`config.mk`:
```
export PLATFORM = sky130hd
export DESIGN_NAME = spi_slave_sequencer
export DESIGN_NICKNAME = d
export VERILOG_FILES = /design/src/rtl/spi_slave_sequencer_pkg.sv /design/src/rtl/spi_shift_engine.sv /design/src/rtl/spi_slave_sequencer.sv
export SDC_FILE = /design/constraint.sdc
export NUM_CORES = 1
export LEC_CHECK = 0
export ABC_AREA = 1
export CORE_ASPECT_RATIO = 1.5
export CORE_MARGIN = 1.5
export CORE_UTILIZATION = 40
export DETAILED_ROUTE_END_ITERATION = 8
export DONT_BUFFER_PORTS = 1
export MAX_ROUTING_LAYER = met4
export PLACE_DENSITY_LB_ADDON = 0.12
export SETUP_SLACK_MARGIN = 0.02
export SLEW_MARGIN = 20
export SYNTH_ARGS = -nofsm -noshare
export SYNTH_HDL_FRONTEND = slang
export SYNTH_HIERARCHICAL = 1
export SYNTH_SLANG_ARGS = --single-unit
export TNS_END_PERCENT = 1
```
`constraint.sdc`:
```
create_clock -name clk -period 1.6 [get_ports clk]
set_input_delay 0.32 -clock clk [delete_from_list [all_inputs] [get_ports clk]]
set_output_delay 0.32 -clock clk [all_outputs]
set_load 0.01 [all_outputs]
```
`src/rtl/spi_slave_sequencer_pkg.sv`:
```
// spi_slave_sequencer_pkg: FSM state encodings, channel IDs and default sizing shared by the sequencer files.
package spi_slave_sequencer_pkg;
  typedef enum logic [2:0] {ST_IDLE, ST_SETUP, ST_SHIFT, ST_DONE, ST_GAP} state_t;
  localparam logic CH1 = 1'b0;
  localparam logic CH2 = 1'b1;
  localparam int DEF_DATA_W = 8;
  localparam int DEF_CLK_DIV = 2;
  localparam int DEF_CNT_W = 8;
endpackage

```
`src/rtl/spi_shift_engine.sv`:
```
// spi_shift_engine: SPI mode 0 bit engine; CLK_DIV-cycle setup, then DATA_W low/high sclk periods, MSB first.
module spi_shift_engine #(
  parameter int DATA_W = 8,
  parameter int CLK_DIV = 2,
  parameter int CNT_W = 8
) (
  input  logic              clk,
  input  logic              reset,
  input  logic              start,
  input  logic [DATA_W-1:0] tx_word,
  input  logic              miso,
  output logic              sclk,
  output logic              mosi,
  output logic [DATA_W-1:0] rx_word,
  output logic              last_bit
);
  localparam int BW = $clog2(DATA_W) + 1;
  localparam logic [CNT_W-1:0] CNT_MAX = CNT_W'(CLK_DIV - 1);
  localparam logic [BW-1:0] BIT_MAX = BW'(DATA_W - 1);
  logic run_q, run_d, setup_q, setup_d, sclk_q, sclk_d, mosi_q, mosi_d, tick;
  logic [CNT_W-1:0] cnt_q, cnt_d;
  logic [BW-1:0] bit_q, bit_d;
  logic [DATA_W-1:0] sh_q, sh_d;
  assign tick = run_q && cnt_q == CNT_MAX;
  assign last_bit = tick && !setup_q && sclk_q && bit_q == BIT_MAX;
  // one register serves both directions: miso enters on the rise, mosi takes the new MSB on the fall
  always_comb begin
    run_d = run_q;
    setup_d = setup_q;
    sclk_d = sclk_q;
    mosi_d = mosi_q;
    bit_d = bit_q;
    sh_d = sh_q;
    cnt_d = (run_q && !tick) ? cnt_q + 1'b1 : '0;
    if (start) begin
      run_d = 1'b1;
      setup_d = 1'b1;
      sclk_d = 1'b0;
      mosi_d = tx_word[DATA_W-1];
      bit_d = '0;
      sh_d = tx_word;
    end else if (tick && setup_q) begin
      setup_d = 1'b0;
    end else if (tick && !sclk_q) begin
      sclk_d = 1'b1;
      sh_d = {sh_q[DATA_W-2:0], miso};
    end else if (tick) begin
      sclk_d = 1'b0;
      bit_d = bit_q + 1'b1;
      mosi_d = !last_bit && sh_q[DATA_W-1];
      run_d = !last_bit;
    end
  end
  always_ff @(posedge clk or posedge reset) begin
    if (reset) begin
      run_q <= 1'b0;
      setup_q <= 1'b0;
      sclk_q <= 1'b0;
      mosi_q <= 1'b0;
      bit_q <= '0;
      cnt_q <= '0;
      sh_q <= '0;
    end else begin
      run_q <= run_d;
      setup_q <= setup_d;
      sclk_q <= sclk_d;
      mosi_q <= mosi_d;
      bit_q <= bit_d;
      cnt_q <= cnt_d;
      sh_q <= sh_d;
    end
  end
  assign sclk = sclk_q;
  assign mosi = mosi_q;
  assign rx_word = sh_q;
endmodule

```
`src/rtl/spi_slave_sequencer.sv`:
```
// spi_slave_sequencer: round-robin sharing of one SPI master bus between two slaves (ss1/ss2).
// Define SPI_SEQ_CS_GAP_EN to add a 2*CLK_DIV deselect gap after every transfer.
module spi_slave_sequencer
  import spi_slave_sequencer_pkg::*;
#(
  parameter int DATA_W = DEF_DATA_W,
  parameter int CLK_DIV = DEF_CLK_DIV,
  parameter int CNT_W = DEF_CNT_W
) (
  input  logic              clk,
  input  logic              reset,
  input  logic              req1,
  input  logic [DATA_W-1:0] tx_data1,
  output logic [DATA_W-1:0] rx_data1,
  output logic              done1,
  input  logic              req2,
  input  logic [DATA_W-1:0] tx_data2,
  output logic [DATA_W-1:0] rx_data2,
  output logic              done2,
  output logic              busy,
  output logic              sclk,
  output logic              mosi,
  input  logic              miso,
  output logic              ss1,
  output logic              ss2
);
  localparam logic [CNT_W:0] SETUP_END = (CNT_W+1)'(CLK_DIV - 1);
`ifdef SPI_SEQ_CS_GAP_EN
  localparam logic [CNT_W:0] GAP_END = (CNT_W+1)'(2 * CLK_DIV - 1);
`endif
  state_t state_q, state_d;
  logic ch_q, ch_d, last_q, last_d, start, gnt, last_bit, act;
  logic [CNT_W:0] cnt_q, cnt_d;
  logic [DATA_W-1:0] rx1_q, rx1_d, rx2_q, rx2_d, tx_word, rx_word;
  assign gnt = (req1 && req2) ? ~last_q : (req1 ? CH1 : CH2);
  assign tx_word = gnt == CH1 ? tx_data1 : tx_data2;
  always_comb begin
    state_d = state_q;
    ch_d = ch_q;
    last_d = last_q;
    rx1_d = rx1_q;
    rx2_d = rx2_q;
    start = 1'b0;
    case (state_q)
      ST_IDLE: if (req1 || req2) begin
        start = 1'b1;
        ch_d = gnt;
        state_d = ST_SETUP;
      end
      ST_SETUP: state_d = cnt_q == SETUP_END ? ST_SHIFT : ST_SETUP;
      ST_SHIFT: if (last_bit) begin
        state_d = ST_DONE;
        rx1_d = ch_q == CH1 ? rx_word : rx1_q;
        rx2_d = ch_q == CH2 ? rx_word : rx2_q;
      end
`ifdef SPI_SEQ_CS_GAP_EN
      ST_DONE: begin
        last_d = ch_q;
        state_d = ST_GAP;
      end
      ST_GAP: state_d = cnt_q == GAP_END ? ST_IDLE : ST_GAP;
`else
      ST_DONE: begin
        last_d = ch_q;
        state_d = ST_IDLE;
      end
`endif
      default: state_d = ST_IDLE;
    endcase
    cnt_d = state_d != state_q ? '0 : cnt_q + 1'b1;
  end
  always_ff @(posedge clk or posedge reset) begin
    if (reset) begin
      state_q <= ST_IDLE;
      ch_q <= CH1;
      last_q <= CH2;
      cnt_q <= '0;
      rx1_q <= '0;
      rx2_q <= '0;
    end else begin
      state_q <= state_d;
      ch_q <= ch_d;
      last_q <= last_d;
      cnt_q <= cnt_d;
      rx1_q <= rx1_d;
      rx2_q <= rx2_d;
    end
  end
  spi_shift_engine #(.DATA_W(DATA_W), .CLK_DIV(CLK_DIV), .CNT_W(CNT_W)) u_eng (
    .clk(clk),
    .reset(reset),
    .start(start),
    .tx_word(tx_word),
    .miso(miso),
    .sclk(sclk),
    .mosi(mosi),
    .rx_word(rx_word),
    .last_bit(last_bit)
  );
  assign act = state_q == ST_SETUP || state_q == ST_SHIFT;
  assign ss1 = !(act && ch_q == CH1);
  assign ss2 = !(act && ch_q == CH2);
  assign busy = state_q != ST_IDLE;
  assign done1 = state_q == ST_DONE && ch_q == CH1;
  assign done2 = state_q == ST_DONE && ch_q == CH2;
  assign rx_data1 = rx1_q;
  assign rx_data2 = rx2_q;
endmodule

```
==> flow_summary.json <==
{
  "cts_tree": "yes",
  "arrival_ps": 2020,
  "hold_viol_final": 0,
  "cellLeakagePower_nw": 1.62,
  "finalCritPeriodShare_pct": 113,
  "antenna_cells": 0,
  "layout.cells.non_filler": 433,
  "final_cell_mix": "71 x nand2_1, 52 x dfrtp_1, 36 x inv_1, 32 x nand3_1, 21 x buf_4",
  "ys_seq_elements": 54,
  "final_core_util_pct": 49.0,
  "drt_pass1_iterations": 6,
  "grt_pass1_wl_mm": 10.3,
  "synth.yosys.seq_area_share_pct": 47.8,
  "drt-vias-per-instance": 4.91,
  "die_y_um": 106,
  "nets": 380,
  "grt.total_usage_pct": 17.6,
  "hp-class": "input port to flop",
  "yosys_warnings": 6,
  "status": "complete, but fails checks",
  "syn_to_final_growth_pct": 18.7,
  "slowest_delay_ps": 390,
  "cts.sinks": 54,
  "synth_edf_count": 0,
  "root_buffer": "clkbuf_8",
  "clock.fmax_mhz": 552,
  "drive_gt1_share_pct": 30.4,
  "cellPowerDensity_mw_per_mm2": 1260,
  "synth_area_mm2": 0.00283,
  "met3_length_um": 190,
  "grt_pass1_vias": 2074,
  "drv_slew": 0,
  "dpl_cell_area_mm2": 0.00308,
  "ir_drop_v": 0.000587,
  "num_rows": 37,
  "dpl.hpwl_mm": 4.45,
  "drc": 3,
  "setup_viol": 35,
  "coreArea_mm2": 0.00685,
  "cap_violations": 0,
  "grt_max_degree": 25,
  "rrSetupSlack_ps": -210,
  "synthDistinctLibCells": 30,
  "start_kind": "flop",
  "start_util_pct": 41.3,
  "fin_skew_ps": 8.90,
  "critical_path_class": "flop to flop",
  "globalRoute.totalOverflow": 0,
  "ant_nets": 0,
  "synth_ff_type": "dfrtp_1",
  "vias": 2127,
  "layout_commonest_cell": "nand2_1",
  "antenna_found_initial": 0,
  "finalInstanceArea_mm2": 0.00336,
  "setup_ws_ps": -210,
  "dieWidth_um": 71.7,
  "syn_inst": 325,
  "numCtsBuffers": 5,
  "rsz0062_at_grt": "true",
  "io_pins": 44,
  "cts_max_path_buffers": 2,
  "htreeDepth": 2,
  "asyncSetResetFlopFracSynth_pct": 100,
  "total_power_mw": 4.22,
  "top_layer_used": "met4",
  "wl_per_cell_um": 14.2,
  "min_period_ps": 1810,
  "finalWeightedCongestion": 0.810,
  "met2WireLength_mm": 3.42,
  "synth.avg_cell_area_um2": 8.71,
  "drtIter0Drc": 116,
  "worstPathRequired_ps": 1800,
  "crit_chain": "inv_1 > ha_2 > nand2_2 > nor3_2 > nand3_1 > nor2_1 > nand4_1 > nor2_2 > nand4_4 > inv_8 > nand2_8 > nand2_1 > o21ai_2",
  "cts.clk_slew.worst_paths_ps": 100,
  "critPathSlowestCell": "dfrtp_1",
  "port-buffer-count": 0,
  "wirelength_mm": 6.17,
  "met1Wirelength_mm": 2.49,
  "placedCellCount": 420,
  "crit_fanout": 8,
  "syn-num-nets": 351,
  "worst_skew_pair.late_latency_ps": 310,
  "die-area_mm2": 0.00760,
  "end_kind": "flop",
  "violations": "DRC, setup timing"
}
==> cells in the mapped netlist, types with 4 or more instances <==
cell type	number	area share, %
nand2_1	82	11
dfrtp_1	53	47
inv_1	37	4.9
nand3_1	32	5.7
nor2_1	21	2.8
o21ai_2	18	5.6
nor2_2	12	2.7
mux2_2	8	3.2
nor3_1	6	1.1
ha_1	5	2.2
nand2_4	5	2.0
nand4_1	5	1.1
xor2_1	5	1.5
a21oi_1	4	0.71
inv_2	4	0.53
nor3b_1	4	1.1
==> layer usage <==
layer,vias to the layer above,GRT usage (%)
met5,-,-
li1,1102,-
met2,29,31.3
met4,0,5.26
met3,4,2.65
met1,992,20.3
==> layout make-up <==
type | instances | area, µm²
timing repair buffer | 24 | 208
fill | 687 | 3490
clock buffer | 5 | 68.8
tap | 78 | 97.6
inverter | 42 | 169
clock inverter | 3 | 40.0
sequential | 54 | 1350
multi-input combinational | 227 | 1420
==> logic make-up after synthesis <==
group                      count (synthesis)  synth area share [%]
other                                      1                 0.132
AOI/OAI and AO/OA                         26                  6.98
adders and majority gates                  5                  2.21
buffers and inverters                     47                  6.76
and+or+nand+nor                          177                  30.8
DFF                                       54                  47.8
muxes                                      8                  3.18
xor gates and xnor gates                   7                  2.17
==> stage by stage <==
| stage | setup slack, ps | TNS (ps) | hold WS [ps] |
|---|---|---|---|
| global placement | -212 | -4690 | 178 |
| CTS | -235 | -5630 | 216 |
| global route | -385 | -10610 | 257 |
| finish | -210 | -5320 | 228 |
| detailed placement | -245 | -5430 | 177 |
| floorplan | -148 | -1880 | 335 |
==> registers in the layout, indices dropped and copies added (netlist names) <==
| name | cells |
|---|---|
| ch_q | 1 |
| cnt_q | 9 |
| last_q | 1 |
| rx_data1 | 8 |
| rx_data2 | 8 |
| state_q | 3 |
| u_eng/bit_q | 4 |
| u_eng/cnt_q | 8 |
| u_eng/mosi | 1 |
| u_eng/run_q | 1 |
| u_eng/rx_word | 8 |
| u_eng/sclk | 1 |
| u_eng/setup_q | 1 |
==> power by group <==
part	switching, mW	internal [mW]	total, mW
clock network	0.454	0.462	0.915
registers	0.239	1.60	1.84
logic	0.937	0.525	1.46
==> worst max-delay path, delay by kind of cell (launching register included) <==
kind                       cells  cell delay (ps)
and+or+nand+nor                9              890
AOI/OAI and AO/OA              1               50
adders and majority gates      1              170
buffers and inverters          2              210
DFF                            1              390
==> final timing paths <==
path,start,to,depth (start not counted)
min in group asynchronous,reset,cnt_q[2]$_DFF_PP0_,2
max,u_eng/cnt_q[1]$_DFF_PP0_,rx_data1[6]$_DFFE_PP0P_,13
max reg2reg,u_eng/cnt_q[1]$_DFF_PP0_,rx_data1[6]$_DFFE_PP0P_,13
max in group asynchronous,reset,last_q$_DFFE_PP1N_,3
min reg2reg,cnt_q[0]$_DFF_PP0_,cnt_q[0]$_DFF_PP0_,1
min,miso,u_eng/rx_word[0]$_DFFE_PP0P_,4
==> what timing repair did <==
action / CTS / global route
pin swaps: 6 / 2
cloned: 3 / 0
setup endpoints to repair: 34 / 45
endpoints found under the hold margin: 29 / 0
buffers inserted: 1 / 0
gates resized for setup: 16 / 13
hold buffers: 1 / 0
Note: power is estimated with default switching activity, not from simulation.
